File: config.mk
export PLATFORM = sky130hd
export DESIGN_NAME = inst_fetch_queue
export DESIGN_NICKNAME = d
export VERILOG_FILES = /design/src/rtl/inst_fetch_queue.sv
export SDC_FILE = /design/constraint.sdc
export NUM_CORES = 1
export LEC_CHECK = 0
export ABC_AREA = 1
export CORE_AREA = 2 2 169 171
export CTS_CLUSTER_SIZE = 25
export DETAILED_ROUTE_END_ITERATION = 8
export DIE_AREA = 0 0 171 173
export PLACE_DENSITY = 0.72
export SLEW_MARGIN = 20
export SYNTH_ARGS = -nofsm -noshare
export SYNTH_HDL_FRONTEND = slang
export SYNTH_SLANG_ARGS = --single-unit
File: constraint.sdc
create_clock -name clk -period 7.6 [get_ports clk]
set_clock_uncertainty 0.1 [all_clocks]
set_input_delay 1.52 -clock clk [delete_from_list [all_inputs] [get_ports clk]]
set_output_delay 1.52 -clock clk [all_outputs]
set_load 0.1 [all_outputs]
File: src/rtl/inst_fetch_queue.sv
// Instruction fetch unit: sequential icache reads, FIFO of {pc, inst} to decode, redirect flush.
// Optional macro FETCH_JAL_PREDICT_EN: follow JAL targets when computing the next fetch PC.
module inst_fetch_queue #(
  parameter int INST_WIDTH  = 32,
  parameter int ADDR_WIDTH  = 17,
  parameter int QUEUE_DEPTH = 4,
  parameter logic [ADDR_WIDTH-1:0] RESET_PC = {ADDR_WIDTH{1'b0}}
) (
  input  logic                         clk,
  input  logic                         rst,
  input  logic                         rdy,
  input  logic                         redirect_valid,
  input  logic [ADDR_WIDTH-1:0]        redirect_pc,
  output logic                         icache_read_valid,
  output logic [ADDR_WIDTH-1:0]        icache_read_addr,
  input  logic                         icache_read_done,
  input  logic [INST_WIDTH-1:0]        icache_read_data,
  output logic                         decode_valid,
  output logic [INST_WIDTH-1:0]        decode_inst,
  output logic [ADDR_WIDTH-1:0]        decode_pc,
  input  logic                         decode_ready,
  output logic [$clog2(QUEUE_DEPTH):0] queue_count
);

  localparam int PTR_W = $clog2(QUEUE_DEPTH);
  localparam int CNT_W = PTR_W + 1;
  localparam logic [CNT_W-1:0] DEPTH_C = CNT_W'(QUEUE_DEPTH);

  localparam logic [1:0] ST_IDLE  = 2'b00;
  localparam logic [1:0] ST_WAIT  = 2'b01;
  localparam logic [1:0] ST_FLUSH = 2'b10;

  logic [1:0]            state_r, state_nxt_s;
  logic [ADDR_WIDTH-1:0] pc_r, pc_nxt_s;
  logic [ADDR_WIDTH-1:0] req_addr_r, req_addr_nxt_s;
  logic [ADDR_WIDTH-1:0] next_pc_s;
  logic [PTR_W-1:0]      head_r, tail_r;
  logic [CNT_W-1:0]      count_r, count_nxt_s, count_after_pop_s;
  logic [ADDR_WIDTH-1:0] pc_mem_r   [QUEUE_DEPTH];
  logic [INST_WIDTH-1:0] inst_mem_r [QUEUE_DEPTH];
  logic                  pop_s, push_s, issue_s;

`ifdef FETCH_JAL_PREDICT_EN
  function automatic logic [ADDR_WIDTH-1:0] jal_target(input logic [ADDR_WIDTH-1:0] base,
                                                       input logic [INST_WIDTH-1:0] inst);
    logic [31:0] imm;
    logic [31:0] sum;
    imm = {{11{inst[31]}}, inst[31], inst[19:12], inst[20], inst[30:21], 1'b0};
    sum = 32'(base) + imm;
    return sum[ADDR_WIDTH-1:0];
  endfunction
`endif

  // A pop frees its slot in the same cycle, so issue is judged against the post-pop count.
  assign pop_s             = (count_r != {CNT_W{1'b0}}) && decode_ready;
  assign count_after_pop_s = count_r - {{(CNT_W-1){1'b0}}, pop_s};
  assign issue_s           = (state_r == ST_IDLE) && !redirect_valid && (count_after_pop_s < DEPTH_C);
  assign push_s            = (state_r == ST_WAIT) && icache_read_done && !redirect_valid;

  // Fetch PC that follows the instruction being returned
  always_comb begin
    next_pc_s = pc_r + ADDR_WIDTH'(3'd4);
`ifdef FETCH_JAL_PREDICT_EN
    if (icache_read_data[6:0] == 7'b1101111) begin
      next_pc_s = jal_target(req_addr_r, icache_read_data);
    end else begin
      next_pc_s = pc_r + ADDR_WIDTH'(3'd4);
    end
`endif
  end

  // Next-state, PC and occupancy; a redirect overrides normal sequencing
  always_comb begin
    state_nxt_s    = state_r;
    pc_nxt_s       = pc_r;
    req_addr_nxt_s = req_addr_r;
    count_nxt_s    = count_after_pop_s + {{(CNT_W-1){1'b0}}, push_s};
    if (redirect_valid) begin
      pc_nxt_s    = redirect_pc;
      count_nxt_s = {CNT_W{1'b0}};
      case (state_r)
        ST_WAIT, ST_FLUSH: state_nxt_s = icache_read_done ? ST_IDLE : ST_FLUSH;
        default:           state_nxt_s = ST_IDLE;
      endcase
    end else begin
      case (state_r)
        ST_IDLE: begin
          if (issue_s) begin
            req_addr_nxt_s = pc_r;
            state_nxt_s    = ST_WAIT;
          end else begin
            state_nxt_s = ST_IDLE;
          end
        end
        ST_WAIT: begin
          if (icache_read_done) begin
            pc_nxt_s    = next_pc_s;
            state_nxt_s = ST_IDLE;
          end else begin
            state_nxt_s = ST_WAIT;
          end
        end
        ST_FLUSH: state_nxt_s = icache_read_done ? ST_IDLE : ST_FLUSH;
        default:  state_nxt_s = ST_IDLE;
      endcase
    end
  end

  // Control registers, frozen while rdy is low
  always_ff @(posedge clk) begin
    if (!rst) begin
      state_r    <= ST_IDLE;
      pc_r       <= RESET_PC;
      req_addr_r <= RESET_PC;
      count_r    <= {CNT_W{1'b0}};
    end else if (rdy) begin
      state_r    <= state_nxt_s;
      pc_r       <= pc_nxt_s;
      req_addr_r <= req_addr_nxt_s;
      count_r    <= count_nxt_s;
    end
  end

  // FIFO storage and pointers
  always_ff @(posedge clk) begin
    if (!rst) begin
      head_r <= {PTR_W{1'b0}};
      tail_r <= {PTR_W{1'b0}};
      for (int i = 0; i < QUEUE_DEPTH; i++) begin
        pc_mem_r[i]   <= {ADDR_WIDTH{1'b0}};
        inst_mem_r[i] <= {INST_WIDTH{1'b0}};
      end
    end else if (rdy) begin
      if (redirect_valid) begin
        head_r <= {PTR_W{1'b0}};
        tail_r <= {PTR_W{1'b0}};
      end else begin
        if (push_s) begin
          pc_mem_r[tail_r]   <= req_addr_r;
          inst_mem_r[tail_r] <= icache_read_data;
          tail_r             <= tail_r + PTR_W'(1'b1);
        end
        if (pop_s) begin
          head_r <= head_r + PTR_W'(1'b1);
        end
      end
    end
  end

  assign icache_read_valid = (state_r != ST_IDLE);
  assign icache_read_addr  = req_addr_r;
  assign decode_valid      = (count_r != {CNT_W{1'b0}});
  assign decode_pc         = pc_mem_r[head_r];
  assign decode_inst       = inst_mem_r[head_r];
  assign queue_count       = count_r;

endmodule

* After elaboration in Yosys (flattened, before gate mapping)
Memory sizes are Yosys's and may differ from the RTL's. A register that Yosys moved wholly into a read port is not among the register bits.
Cells that the tools add are included.
** Word-level totals
- Output and inout bits :: 71
- Word-level logic and storage cells :: 67
- Input port bits :: 55
- RAM bits :: 196
- Flip-flop bits (word level) :: 43
- Memories :: 2
** Operators by class
- Reduce and logical (&&, ||, !) cells :: 20
- Equality and inequality tests :: 2
- $lt $le $gt $ge :: 1
- Bitwise operators :: 1
- Add/sub/neg operators :: 5
- Muxes and demuxes :: 30
** Memories
- inst_mem_r :: words 4, width 32, rd ports 1, clocked after memory_dff 1, wr ports 4, RTL line 40 : logic [INST_WIDTH-1:0] inst_mem_r [QUEUE_DEPTH];
- pc_mem_r :: words 4, width 17, rd ports 1, clocked after memory_dff 1, wr ports 4, RTL line 39 : logic [ADDR_WIDTH-1:0] pc_mem_r [QUEUE_DEPTH];
** Operators with widths (count)
- $mux W17 :: 4
- $mux W32 :: 1
- $reduce_or A32 Y1 :: 1
- $mux W2 :: 13
- $add A17 B3 Y17 const B :: 1
- $reduce_or A17 Y1 :: 1
- $mux W1 :: 10
- $reduce_bool A2 Y1 :: 5
- $pmux W2 S3 :: 1
- $logic_and A1 B1 Y1 :: 5
- $add A2 B1 Y2 const B :: 2
- $reduce_and A2 Y1 :: 2
- $reduce_and A4 Y1 :: 1
- $add A3 B1 Y3 :: 1
- $lt A3 B3 Y1 const B :: 1
- $mux W3 :: 1
- $reduce_and A3 Y1 :: 1
- $reduce_bool A3 Y1 :: 1
- $sub A3 B1 Y3 :: 1
- $eq A2 B1 Y1 const B :: 1
- $eq A2 B2 Y1 const B :: 1
- $logic_not A2 Y1 :: 1
- $reduce_or A2 Y1 :: 1
- $logic_not A1 Y1 :: 1
- $not A1 Y1 :: 1

* Logic depth before layout (Yosys ltp)
- Word-level depth :: 10
- Gate-level depth with buffers :: 11
- Mapped depth without buffers :: 10

* Worst setup path after synthesis
No wires, ideal clock.
- Kind :: input -> register
- From :: input rdy
- To :: memory inst_mem_r[0][0] (enable)
- Data arrival time :: 5308 ps
- Buffers on the path :: 0
- Stages on the path :: 4
- Data required time :: 6977 ps
- Slack :: 1669 ps
- Setup time :: 523 ps
- Cells stage by stage :: inv_2 > nor2_4 > nand2_4 > o21ai_0
** RTL lines
- from (decl) :: RTL line 11 : input logic rdy,
- to (decl) :: RTL line 40

==> impl_results.md <==
- RSZ-0062 raised after global routing: no
- Max Root-Sink Buffers: 3
- Post-Layout Cell Count: 1599
- # fillers: 2550
- Unique masters post-synth: 37
- CTS sink count: 241
- Status: finished clean
- Die height: 173 µm
- CP startpoint kind: flip-flop
- Fmax: 176 MHz
- DRC violations left: 0
- Worst Setup EP: decode_inst[4]
- Setup crit end kind: primary output
- DR WL met3: 1970 µm
- Seq/Total Area, Yosys: 61.9%
- Largest stage delay, worst path: 1.18 ns
- Starting Density: 39.7%
- Worst Path Required: 5.98 ns
- Number of global-route vias before repair: 8002
- Cell count after synthesis: 1102
- Worst setup slack after layout: 1.92 ns
- Ant. Diodes: 0
- Top post-synthesis cells by area: edfxtp_1, nor2_1, dfxtp_1, o21ai_0, nor2_4
- Clk Tree Root Cell: clkbuf_16
- Skew-Pair Late Insertion Delay: 0.52 ns
- HP Class: reg -> reg
- Layout cell share with drive strength beyond 1: 9.66%
- Depth of the CTS H-tree: 1
- Largest net degree at the start of global routing: 100
- Reg2reg start: state_r[1]
- Finished layout cell area: 13300 µm²
- Final #Nets: 1267
- Commonest non-fill, non-tap cell in the layout: nor2_1
- Cts hold-fix bufs: 0
- First-pass GRT wire length: 41600 µm
- Post-CTS setup buffer count: 0
- Worst-path clk slew: 0.06 ns
- Die Area: 29600 µm²
- DRT Wirelength: 25800 µm
- Crit path time final: 5.68 ns
- Slew Limit Fails: 0
- Slew headroom: 26.1%
- Routability cong.: 0.859
- DR vias/cell: 5.03
- Top sig layer: met4
- Crit path cell chain: inv_2, buf_4, o21ai_0, o22ai_1, clkdlybuf4s50_1
- R2r worst-path depth: 10
- TNS Setup: 0 ns
- Via count: 8036
- Placed Instances: 1554
- Die width: 171 µm
- Dpl ws: 2.48 ns
- CP max FO: 99
- Reg-to-reg critical path endpoint: pc_mem_r[1][11]
- Port Buffers: 125
- Total congestion overflow: 0
- CTS tree: yes
- CTS buffer count: 25
- Actual slew at the worst max-slew pin: 1.11 ns
- Mapped Nets: 1166
- WL met2: 11900 µm
- Critical path's slowest cell: clkdlybuf4s50_1
- Core area: 27600 µm²
- Wire length on met1: 11400 µm
- HPWL after DPL: 15400 µm
- # IOs: 126
- Layout area overhead: 21.7%
- Initial antenna violation count: 0
- Max cap viols: 0
- Synth area leader: edfxtp_1
- Setup slack, reg-to-reg: 4.46 ns
- Post-Syn Area: 11000 µm²
- Sequential Area: 6790 µm²
- WP buf/inv: 3
- Worst path depth: 5
- Rows: 61
- Wire per inst: 16.1 µm
- Final hold vios: 0
- DRT antenna net count: 0
- Placement Cell Area: 12500 µm²
- Synth warn: 0
- Max VDD drop: 0.154 mV
- Leak Pwr: 4.87 nW
- Multi-input logic area: 3430 µm²
- PostCTS Resize Cnt: 0
- Top-area cell type share of the netlist area: 53.7%
- Top Family by Delay on Critical Path: buffers and inverters
- Final setup fails: 0
- Register bit count reported by yosys: 241
- Synth Area per Inst: 9.95 µm²
- CP Class: reg -> out
- Final worst-path cycle share: 74.8%
- Commonest cells after routing, fill and taps aside: nor2_1, edfxtp_1, o21ai_0
- Drt pass-1 iters: 5
- Power per cell area: 242 nW/µm²
- Crit path arrival time: 4.06 ns
- Total Routing Usage GR: 17.5%
- Drt initial violations: 661
worst min-delay path, delay by kind of cell (launching register included):
kind / cells / cell delay, ns
compound gates: 1 / 0.05
flops: 1 / 0.33
simple gates: 1 / 0.06
Yosys cell counts (all sizes together):
master and instances:
dfxtp 45, nand3 16, nor3 3, inv 126, nand3b 2, xor2 1, a211oi 2, nand4 5
clkbuf 50, nand2 77, a22oi 1, a21oi 41, o211ai 2, xnor2 1, clkinv 3, ha 9
a31oi 1, a22o 1, o211a 1, o21ai 136, edfxtp 196, buf 12, o22ai 49, nor2 320
o21bai 1, a21boi 1
power by group:
group | switching, mW | internal, mW | leakage, nW
Sequential | 0.0320 | 1.47 | 2.39
Clock | 0.505 | 0.718 | 0.405
Combinational | 0.380 | 0.117 | 2.08
registers in the layout, summed over array words and instances (netlist names), named ones only:
signal / cells
icache_read_addr: 17
queue_count: 3
tail_r: 2
pc_mem_r: 68
pc_r: 17
inst_mem_r: 128
state_r: 2
head_r: 2
metrics by stage:
step	power, mW	utilization, %	hold WS [ns]
2_1_floorplan	1.89	-	0.350
3_3_place_gp	2.03	45.3	0.366
3_5_place_dp	2.03	45.3	0.378
4_1_cts	3.25	48.3	0.390
5_1_grt	3.33	48.3	0.421
6_report	3.22	48.3	0.390
worst min-delay path by stage:
stage	from	endpoint	slack (ns)	depth (start not counted)
after floorplan	pc_r[0]	pc_r[0]	0.35	2
final	queue_count[1]	queue_count[1]	0.39	2
after global routing	queue_count[1]	queue_count[1]	0.42	2
after detailed placement	queue_count[1]	queue_count[1]	0.38	2
after CTS	queue_count[1]	queue_count[1]	0.39	2
after global placement	pc_r[1]	pc_r[1]	0.37	2
area by class of cell:
type,count,area share (%)
Sequential cell,241,50.9
Multi-Input combinational cell,670,25.7
Timing Repair Buffer,136,10.0
Clock buffer,29,4.88
Inverter,129,3.65
Tap cell,378,3.55
Clock inverter,16,1.29
per-layer routing:
| layer | up-vias | track usage (%) |
|---|---|---|
| met4 | 0 | 4.45 |
| met5 | - | 0 |
| met2 | 294 | 28.1 |
| li1 | 3902 | - |
| met1 | 3808 | 24.5 |
| met3 | 32 | 3.09 |
logic make-up after synthesis:
kind of cell,Yosys count,share of synthesized area (%)
buffers and inverters,191,7.19
adders and majority gates,9,1.03
xor gates and xnor gates,2,0.160
AOI/OAI and AO/OA,236,11.6
DFF,241,61.9
and+or+nand+nor,423,18.1
No activity file was read; power rests on OpenSTA's default activity.
